`config.mk`:
```
export PLATFORM = sky130hd
export DESIGN_NAME = fifo_stream_reader
export DESIGN_NICKNAME = d
export VERILOG_FILES = /design/src/rtl/stream_pkg.sv /design/src/rtl/fifo_stream_reader.sv
export SDC_FILE = /design/constraint.sdc
export NUM_CORES = 1
export LEC_CHECK = 0
export BUFFER_PORTS_ARGS = -buffer_cell sky130_fd_sc_hd__buf_2
export CORE_UTILIZATION = 45
export CTS_BUF_LIST = sky130_fd_sc_hd__clkbuf_8
export DETAILED_ROUTE_END_ITERATION = 10
export PLACE_DENSITY = 0.72
export SYNTH_ARGS = -nofsm -noshare
export SYNTH_HDL_FRONTEND = slang
export SYNTH_SLANG_ARGS = --single-unit
export TNS_END_PERCENT = 10
```
`constraint.sdc`:
```
create_clock -name clk -period 1.6 [get_ports clk]
set_clock_uncertainty 0.05 [all_clocks]
set_input_delay 0.24 -clock clk [delete_from_list [all_inputs] [get_ports clk]]
set_output_delay 0.24 -clock clk [all_outputs]
set_load 0.05 [all_outputs]
```
`src/rtl/stream_pkg.sv`:
```
// Shared types for the stream reader: skid-buffer state encoding and counter sizing.
package stream_pkg;

    // Occupancy of the output/skid register pair.
    typedef enum logic [1:0] {
        EMPTY = 2'd0,   // nothing held
        ONE   = 2'd1,   // output register valid
        FULL  = 2'd2    // output and skid registers valid
    } stream_state_t;

    // Burst counter width: max(1, clog2(burst_len)).
    function automatic int unsigned burst_cnt_width(input int unsigned burst_len);
        return (burst_len <= 1) ? 1 : $clog2(burst_len);
    endfunction

endpackage

```
`src/rtl/fifo_stream_reader.sv`:
```
// Drains a first-word-fall-through FIFO into a valid/ready stream, tagging the
// final word of every BURST_LEN-word burst with m_last.
//
// Ports
//   clk      : single clock, rising edge
//   rst_n    : synchronous active-low reset
//   f_empty  : FIFO empty flag (read side)
//   f_data   : FIFO head word, valid whenever f_empty = 0
//   f_inc    : pop strobe to the FIFO
//   m_valid  : output word valid (registered)
//   m_data   : output word (registered)
//   m_last   : last word of a burst (registered)
//   m_ready  : downstream accepts the word
//
// A two-entry skid buffer (output + skid register) lets f_inc be decided without
// looking at m_ready, while still sustaining one word per cycle.
module fifo_stream_reader
    import stream_pkg::*;
#(
    parameter int unsigned DATA_WIDTH = 8,
    parameter int unsigned BURST_LEN  = 16
) (
    input  logic                  clk,
    input  logic                  rst_n,
    input  logic                  f_empty,
    input  logic [DATA_WIDTH-1:0] f_data,
    output logic                  f_inc,
    output logic                  m_valid,
    output logic [DATA_WIDTH-1:0] m_data,
    output logic                  m_last,
    input  logic                  m_ready
);

    localparam int unsigned CNT_W = burst_cnt_width(BURST_LEN);
    localparam logic [CNT_W-1:0] CNT_LAST = CNT_W'(BURST_LEN - 1);

    stream_state_t         r_state;
    stream_state_t         w_state_nxt;

    logic                  r_valid;
    logic [DATA_WIDTH-1:0] r_data;
    logic                  r_last;
    logic [DATA_WIDTH-1:0] r_skid_data;
    logic                  r_skid_last;
    logic [CNT_W-1:0]      r_burst_cnt;

    logic                  w_accept;
    logic                  w_last_in;
    logic                  w_load_out_in;
    logic                  w_load_out_skid;
    logic                  w_load_skid;

    // Pop whenever there is room; m_ready deliberately plays no part here.
    always_comb begin
        w_accept  = rst_n && !f_empty && (r_state != FULL);
        w_last_in = (r_burst_cnt == CNT_LAST);
    end

    assign f_inc = w_accept;

    // Next-state and register-load selects.
    always_comb begin
        w_state_nxt     = r_state;
        w_load_out_in   = 1'b0;
        w_load_out_skid = 1'b0;
        w_load_skid     = 1'b0;
        unique case (r_state)
            EMPTY: begin
                if (w_accept) begin
                    w_load_out_in = 1'b1;
                    w_state_nxt   = ONE;
                end
            end
            ONE: begin
                if (w_accept && m_ready) begin
                    w_load_out_in = 1'b1;
                end else if (w_accept) begin
                    w_load_skid = 1'b1;
                    w_state_nxt = FULL;
                end else if (m_ready) begin
                    w_state_nxt = EMPTY;
                end
            end
            FULL: begin
                if (m_ready) begin
                    w_load_out_skid = 1'b1;
                    w_state_nxt     = ONE;
                end
            end
            default: begin
                w_state_nxt = EMPTY;
            end
        endcase
    end

    // State register plus output, skid and burst-count registers.
    always_ff @(posedge clk) begin
        if (!rst_n) begin
            r_state     <= EMPTY;
            r_valid     <= 1'b0;
            r_data      <= '0;
            r_last      <= 1'b0;
            r_skid_data <= '0;
            r_skid_last <= 1'b0;
            r_burst_cnt <= '0;
        end else begin
            r_state <= w_state_nxt;
            r_valid <= (w_state_nxt != EMPTY);

            if (w_accept) begin
                r_burst_cnt <= w_last_in ? '0 : r_burst_cnt + CNT_W'(1);
            end

            if (w_load_out_in) begin
                r_data <= f_data;
                r_last <= w_last_in;
            end else if (w_load_out_skid) begin
                r_data <= r_skid_data;
                r_last <= r_skid_last;
            end

            if (w_load_skid) begin
                r_skid_data <= f_data;
                r_skid_last <= w_last_in;
            end
        end
    end

    assign m_valid = r_valid;
    assign m_data  = r_data;
    assign m_last  = r_last;

endmodule
```
==> results.md, run 1 <==
- Outcome: completed
- Drt total wl: 2.54 mm
- Top-area cell type share of the netlist area: 44.2%
- Reg2Reg Depth: 4
- Clock root buffer: clkbuf_8
- Post-synth ARST share: 0%
- Design Area, Final: 1320 sq um
- PD cells: around 960 nW/um^2
- CP max stage delay: approximately 0.43 ns
- Clock power share: between 20% and 30%
- Hold_sp: m_ready
- Register area share after synthesis: 44.2%
- Clk pin slew, worst setup/hold paths: 0.08 ns
- Dpl cell area: 1260 sq um
- Final nets: 173
- Clock Path Buffers: 2
- Sink Count: 25
- Fmax: around 660 MHz
- FP Rows: 17
- Die Y: 52.1 um
- # fillers: 212
- DRT iter0 DRCs: 26
- Busiest grt layer: met2
- Main synth FF type: dfxtp_1
- Sequential power share: 53.0%
- CTS Buf Count: 3
- Area of the multi-input gates: 578 sq um
- Syn nets: approximately 150
- Antenna Violating Nets Remaining: 0
- Max-Cap Viols: 0
- Logic gate share of total power: 17.3%
- Top post-synthesis cells by area: dfxtp_1 44%, a311oi_1 7.0%, nand2_1 6.6%, a21oi_1 6.2%, o21ai_0 5.8%
- Synthesized instance count: 138
- Postcts setup bufs: 0
- Die area: 2720 sq um
- Critical Path AT: 1.22 ns
- Largest net degree at the start of global routing: 22
- Placed insts: 183
- Final Hold Fails: 0
- Pre-Repair DR Iteration Count: 4
- Max Slew Vio Count: 0
- FF-to-FF Start: r_burst_cnt[0]
- Finish-stage setup viols: 0
- CTS tree: built
- Max FO, Critical Path: 9
- DPL Wire Length: 1.67 mm
- Setup TNS: 0 ns
- Tmin final: 1.51 ns
- Met3 usage: 6.14%
- Via count: 1082
- Net Sw Frac: 29.4%
- Via/cell ratio: between 5 and 6
- Internal: 0.892 mW
- Hold Path End: r_state[1]
- Tightest Pin Transition: about 0.45 ns
- Crit. End Element: output port
- Global Route Usage Sum: roughly 21%
- Psw: about 0.37 mW
- Setup slack after placement: 0.131 ns
- Hold Crit Depth: 2
- Avg WL per Cell: approximately 14 um
- Synthesized area: 1130 sq um
- R2R Setup Slk: approximately 0.19 ns
- CP max stage cell: dfxtp_2
- Post-synth top cells: 25 x dfxtp_1, 20 x nand2_1, 14 x a21oi_1
- Vias in the first global route: around 930
- Worst EP required: 1.31 ns
- Synth Warn #: 0
- Core area: 2300 sq um
- Worst Hold Class: input pin to flip-flop
- Setup WS post-layout: 0.0854 ns
- Worst skew pair latency: 0.27 ns
- Syn_area_per_cell: 8.20 sq um
- Global route overflow: 0
- Crit Reg-Reg Endpoint: r_burst_cnt[2]
- Crit path launch type: flip-flop
- Layout cells sized above 1: 23.3%
- Chip width: 52.1 um
- Initial antenna violation count: 0
- Hold-fix buffers at CTS: 0
- I/O Buffers: 22
- Met2 usage: 34.8%
- Period utilisation layout: 94.7%
- Non-Filler Instances: 187
- CP Cell Sequence: nor2b_4 > nor2_2 > buf_2
- Gp weighted congestion: 0.728
- Area Overhead vs Synth: 16.5%
- Setup Crit Path Kind: flip-flop to output port
- Post-synth cell types: 29
- DRC viols: 0
- Reg area: 503 sq um
- Total power: 1.26 mW
- Antenna diodes: 0
- Slew Limit Headroom: between 60 and 70%
- Unrepaired setup endpoints after global routing: false
- Initial Util: 49.2%
- Leakage: 0.498 nW
- Met1 Use GR: 25.0%
- Cell taking the most area after synthesis: dfxtp_1
- Most numerous cell in the Yosys netlist: dfxtp_1
- I/O pin count: 23
- Post-synth EDFFs: 0
- First-pass GRT wire length: 4.12 mm
- Flops & latches, synth: 25
- Maximum VDD drop: 0.652 mV
- Max H-tree Level: 1
placed cells by master (no fill, tap or decap), drive strengths merged, types with 2 or more instances in the layout:
cell type / synthesis / routed
clkbuf: 5 / 3
buf: 5 / 27
o21ai: 13 / 13
nor2b: 4 / 4
a311oi: 9 / 9
a21oi: 14 / 14
nor3: 9 / 9
nand3: 12 / 12
nor2: 2 / 2
nand2b: 3 / 3
or4: 2 / 2
dfxtp: 25 / 25
nand2: 21 / 21
inv: 2 / 2
worst max-delay path: cells and delay by family, from the launching register on:
| kind | cells | cell delay, ns |
|---|---|---|
| and+or+nand+nor | 2 | 0.31 |
| DFF | 1 | 0.43 |
| buffers and inverters | 1 | 0.21 |
power groups by stage:
| stage | logic [mW] | clock network (mW) | registers [mW] |
|---|---|---|---|
| 6_report | 0.218 | 0.375 | 0.670 |
| 5_1_grt | 0.237 | 0.415 | 0.674 |
| 4_1_cts | 0.218 | 0.382 | 0.669 |
| 3_5_place_dp | 0.217 | 0 | 0.682 |
| 3_3_place_gp | 0.215 | 0 | 0.680 |
| 2_1_floorplan | 0.0971 | 0 | 0.742 |
layer usage:
metal  share of wire [%]  up-vias
li1                    -      543
met1                  48      516
met2                  48       18
met3                 3.1        5
met4                0.71        0
met5                   0        -
layout make-up:
class                      instances  share of cell area, %
inverter                           2                  0.570
timing repair buffer              27                   11.2
multi-input combinational        101                   43.9
clock inverter                     1                  0.380
clock buffer                       3                   3.13
tap                               28                   2.66
sequential                        25                   38.2
state kept, by name, indices dropped and copies added (netlist names):
register     flops
r_skid_last      1
r_skid_data      8
m_valid          1
m_data           8
m_last           1
r_burst_cnt      4
r_state          2
per-stage QoR:
| step | utilization (%) | hold WS [ns] |
|---|---|---|
| after detailed placement | 54.9 | 0.417 |
| after floorplan | - | 0.269 |
| after global routing | 57.4 | 0.142 |
| after CTS | 57.3 | 0.142 |
| final | 57.4 | 0.149 |
| after global placement | 54.9 | 0.410 |
kinds of logic (layout without fill, tap and decap cells):
group | Yosys count | in the layout | share of synthesized area, %
buffers and inverters | 12 | 33 | 5.53
AND/OR/NAND/NOR | 60 | 60 | 27.5
AO/OA/AOI/OAI | 40 | 40 | 21.6
adder cells (fa/ha/maj) | 1 | 1 | 1.11
flip-flops | 25 | 25 | 44.2
worst max path at each step:
stage	from	to	slack, ns
finish	r_state[1]	f_inc	0.09
global route	r_state[1]	f_inc	0.02
CTS	r_state[0]	f_inc	0.06
detailed placement	r_state[1]	f_inc	0.13
global placement	r_state[1]	f_inc	0.15
floorplan	r_state[1]	r_skid_last	0.12
timing repair:
action                     in CTS  in global routing
setup endpoints to repair       1                  1
pin swaps                       0                  0
gates resized for setup         3                  1
(Power assumes the default switching activity.)
==> run 2, diff against run 1 <==
Settings changed: CTS_CLUSTER_SIZE set to 14, PLACE_DENSITY 0.72 to 0.75.
Clock period 1.6 ns to 1.25 ns, I/O delays scaled along.
==> results.md, run 2 (synthesis gave the netlist of run 1 again) <==
- Outcome: complete, but fails checks
- Failing checks: negative setup slack
- Crit path launch type: flip-flop
- DRT iter0 DRCs: 35 (+35%)
- CTS tree: built
- Non-Filler Instances: 211 (+13%)
- Design Area, Final: 1640 sq um (+25%)
- Die Y: 52.1 um (unchanged)
- Drt total wl: 3.19 mm (+26%)
- Max H-tree Level: 1 (unchanged)
- Commonest non-fill, non-tap cell in the layout: buf_4
- Pre-Repair DR Iteration Count: 4 (unchanged)
- Avg WL per Cell: 15.1 um (+11%)
- Max Slew Vio Count: 0 (unchanged)
- Tmin final: 1.35 ns
- Area Overhead vs Synth: 45.2%
- Final Hold Fails: 0 (unchanged)
- Setup TNS: -1.01 ns (-1.01 ns)
- First-pass GRT wire length: 4.93 mm (+20%)
- Setup Crit Path Kind: flip-flop to flip-flop
- Reg area: 508 sq um (+1.0%)
- Final nets: 197 (+14%)
- Clk pin slew, worst setup/hold paths: 0.09 ns (about the same)
- Worst skew pair latency: 0.27 ns (about the same)
- FP Rows: 17 (unchanged)
- Core area: 2300 sq um (unchanged)
- Setup WS post-layout: -0.0952 ns (-0.181 ns)
- Global Route Usage Sum: 24.6% (+3.9 points)
- # fillers: 172 (-19%)
- Global route overflow: 0 (unchanged)
- Antenna diodes: 0 (unchanged)
- Max FO, Critical Path: 5 (-4)
- Critical Path AT: 1.50 ns (+0.28 ns)
- Gp weighted congestion: 0.916 (+26%)
- Maximum VDD drop: 1.15 mV (+76%)
- Die area: 2720 sq um (unchanged)
- Finish-stage setup viols: 20 (+20)
- Internal: 1.20 mW (+35%)
- Antenna Violating Nets Remaining: 0 (unchanged)
- Initial antenna violation count: 0 (unchanged)
- Dpl cell area: 1420 sq um (+12%)
- Hold Crit Depth: 2 (unchanged)
- Worst Hold Class: input pin to flip-flop
- Sink Count: 25 (unchanged)
- Tightest Pin Transition: 0.251 ns (-0.198 ns)
- Fmax: 743 MHz
- Clock Path Buffers: 2 (unchanged)
- Worst EP required: 1.41 ns (+0.10 ns)
- Net Sw Frac: 30.1% (+0.76 points)
- CTS Buf Count: 3 (unchanged)
- DRC viols: 0 (unchanged)
- Worst Hold Slack: 0.0885 ns (-0.0601 ns)
- Max-Cap Viols: 0 (unchanged)
- Sequential power share: 49.7% (-3.3 points)
- Leakage: 0.643 nW (+29%)
- Total power: 1.72 mW (+36%)
- Largest net degree at the start of global routing: 17 (-23%)
- Via count: 1229 (+14%)
- Unrepaired setup endpoints after global routing: true
- DPL Wire Length: 2.02 mm (+21%)
- I/O Buffers: 22 (unchanged)
- Reg2Reg Depth: 4 (unchanged)
- Vias in the first global route: 1118 (+20%)
- Psw: 0.519 mW (+40%)
- Via/cell ratio: 5.82 (+0.67%)
- Placed insts: 203 (+11%)
- Clock power share: 27.6% (-2.1 points)
- Clock root buffer: clkbuf_8
- Logic gate share of total power: 22.6% (+5.3 points)
- Chip width: 52.1 um (unchanged)
- Layout cells sized above 1: 44.3% (+21 points)
- Setup slack after placement: -0.160 ns (-0.290 ns)
- Crit. End Element: flip-flop
- Slew Limit Headroom: 83.2% (+13 points)
- Most frequent cells in the layout: 22 x buf_4, 21 x buf_2, 21 x dfxtp_1
- I/O pin count: 23 (unchanged)
- Period utilisation layout: 108%
- Fin util: 71.5% (+14 points)
- Initial Util: 49.2% (unchanged)
- PD cells: 1050 nW/um^2 (+9.3%)
- Area of the multi-input gates: 698 sq um (+21%)
## run 2: cell types whose count changed in the layout (fill, tap and decap cells not counted), moves of 6 or more
cell / change
buf_4: +17
buf_6: +7
nor3_1: -7
nor3_2: +7
o21ai_0: -9
o21ai_1: +6
## run 2: worst max-delay path, cell delays in order, from the launching register on
cell	delay (ns)
dfxtp_4	0.37
nor2b_4	0.15
buf_6	0.12
or4_1	0.45
a21oi_1	0.14
## run 2: cell type report
| type | count | share of cell area, % |
|---|---|---|
| clock buffer | 3 | 2.51 |
| clock inverter | 1 | 0.228 |
| inverter | 2 | 0.457 |
| multi-input combinational | 102 | 42.5 |
| sequential | 25 | 30.9 |
| tap | 28 | 2.13 |
| timing repair buffer | 50 | 21.2 |
## run 2: path summary, 6_finish.rpt
check / startpoint / to / slack, ns
setup / recovery: r_state[1] / r_burst_cnt[2] / -0.1
hold / removal: m_ready / r_state[1] / 0.09
setup reg to reg: r_state[1] / r_burst_cnt[2] / -0.1
hold reg to reg: r_skid_data[1] / r_skid_data[1] / 0.42
## run 2: routing by layer
metal  GRT usage (%)  part of all wire (%)  vias up
met3            6.43                   6.8        8
li1                -                     -      594
met1            29.8                    42      572
met4            5.26                   1.4        0
met5               0                     0        -
met2            43.4                    49       55
## run 2: power by group through the flow
stage,Combinational (mW),Sequential [mW],Clock [mW]
after floorplan,0.126,0.950,0
after global placement,0.319,0.868,0
after detailed placement,0.326,0.870,0
after CTS,0.353,0.857,0.484
after global routing,0.418,0.862,0.517
final,0.390,0.856,0.476
## run 2: timing repair
action,in CTS,in global routing
cloned,1,0
pin swaps,3,2
hold endpoints to repair,0,0
gates resized for setup,24,23
setup buffers,2,1
endpoints found under the setup margin,23,22
hold buffers,0,0
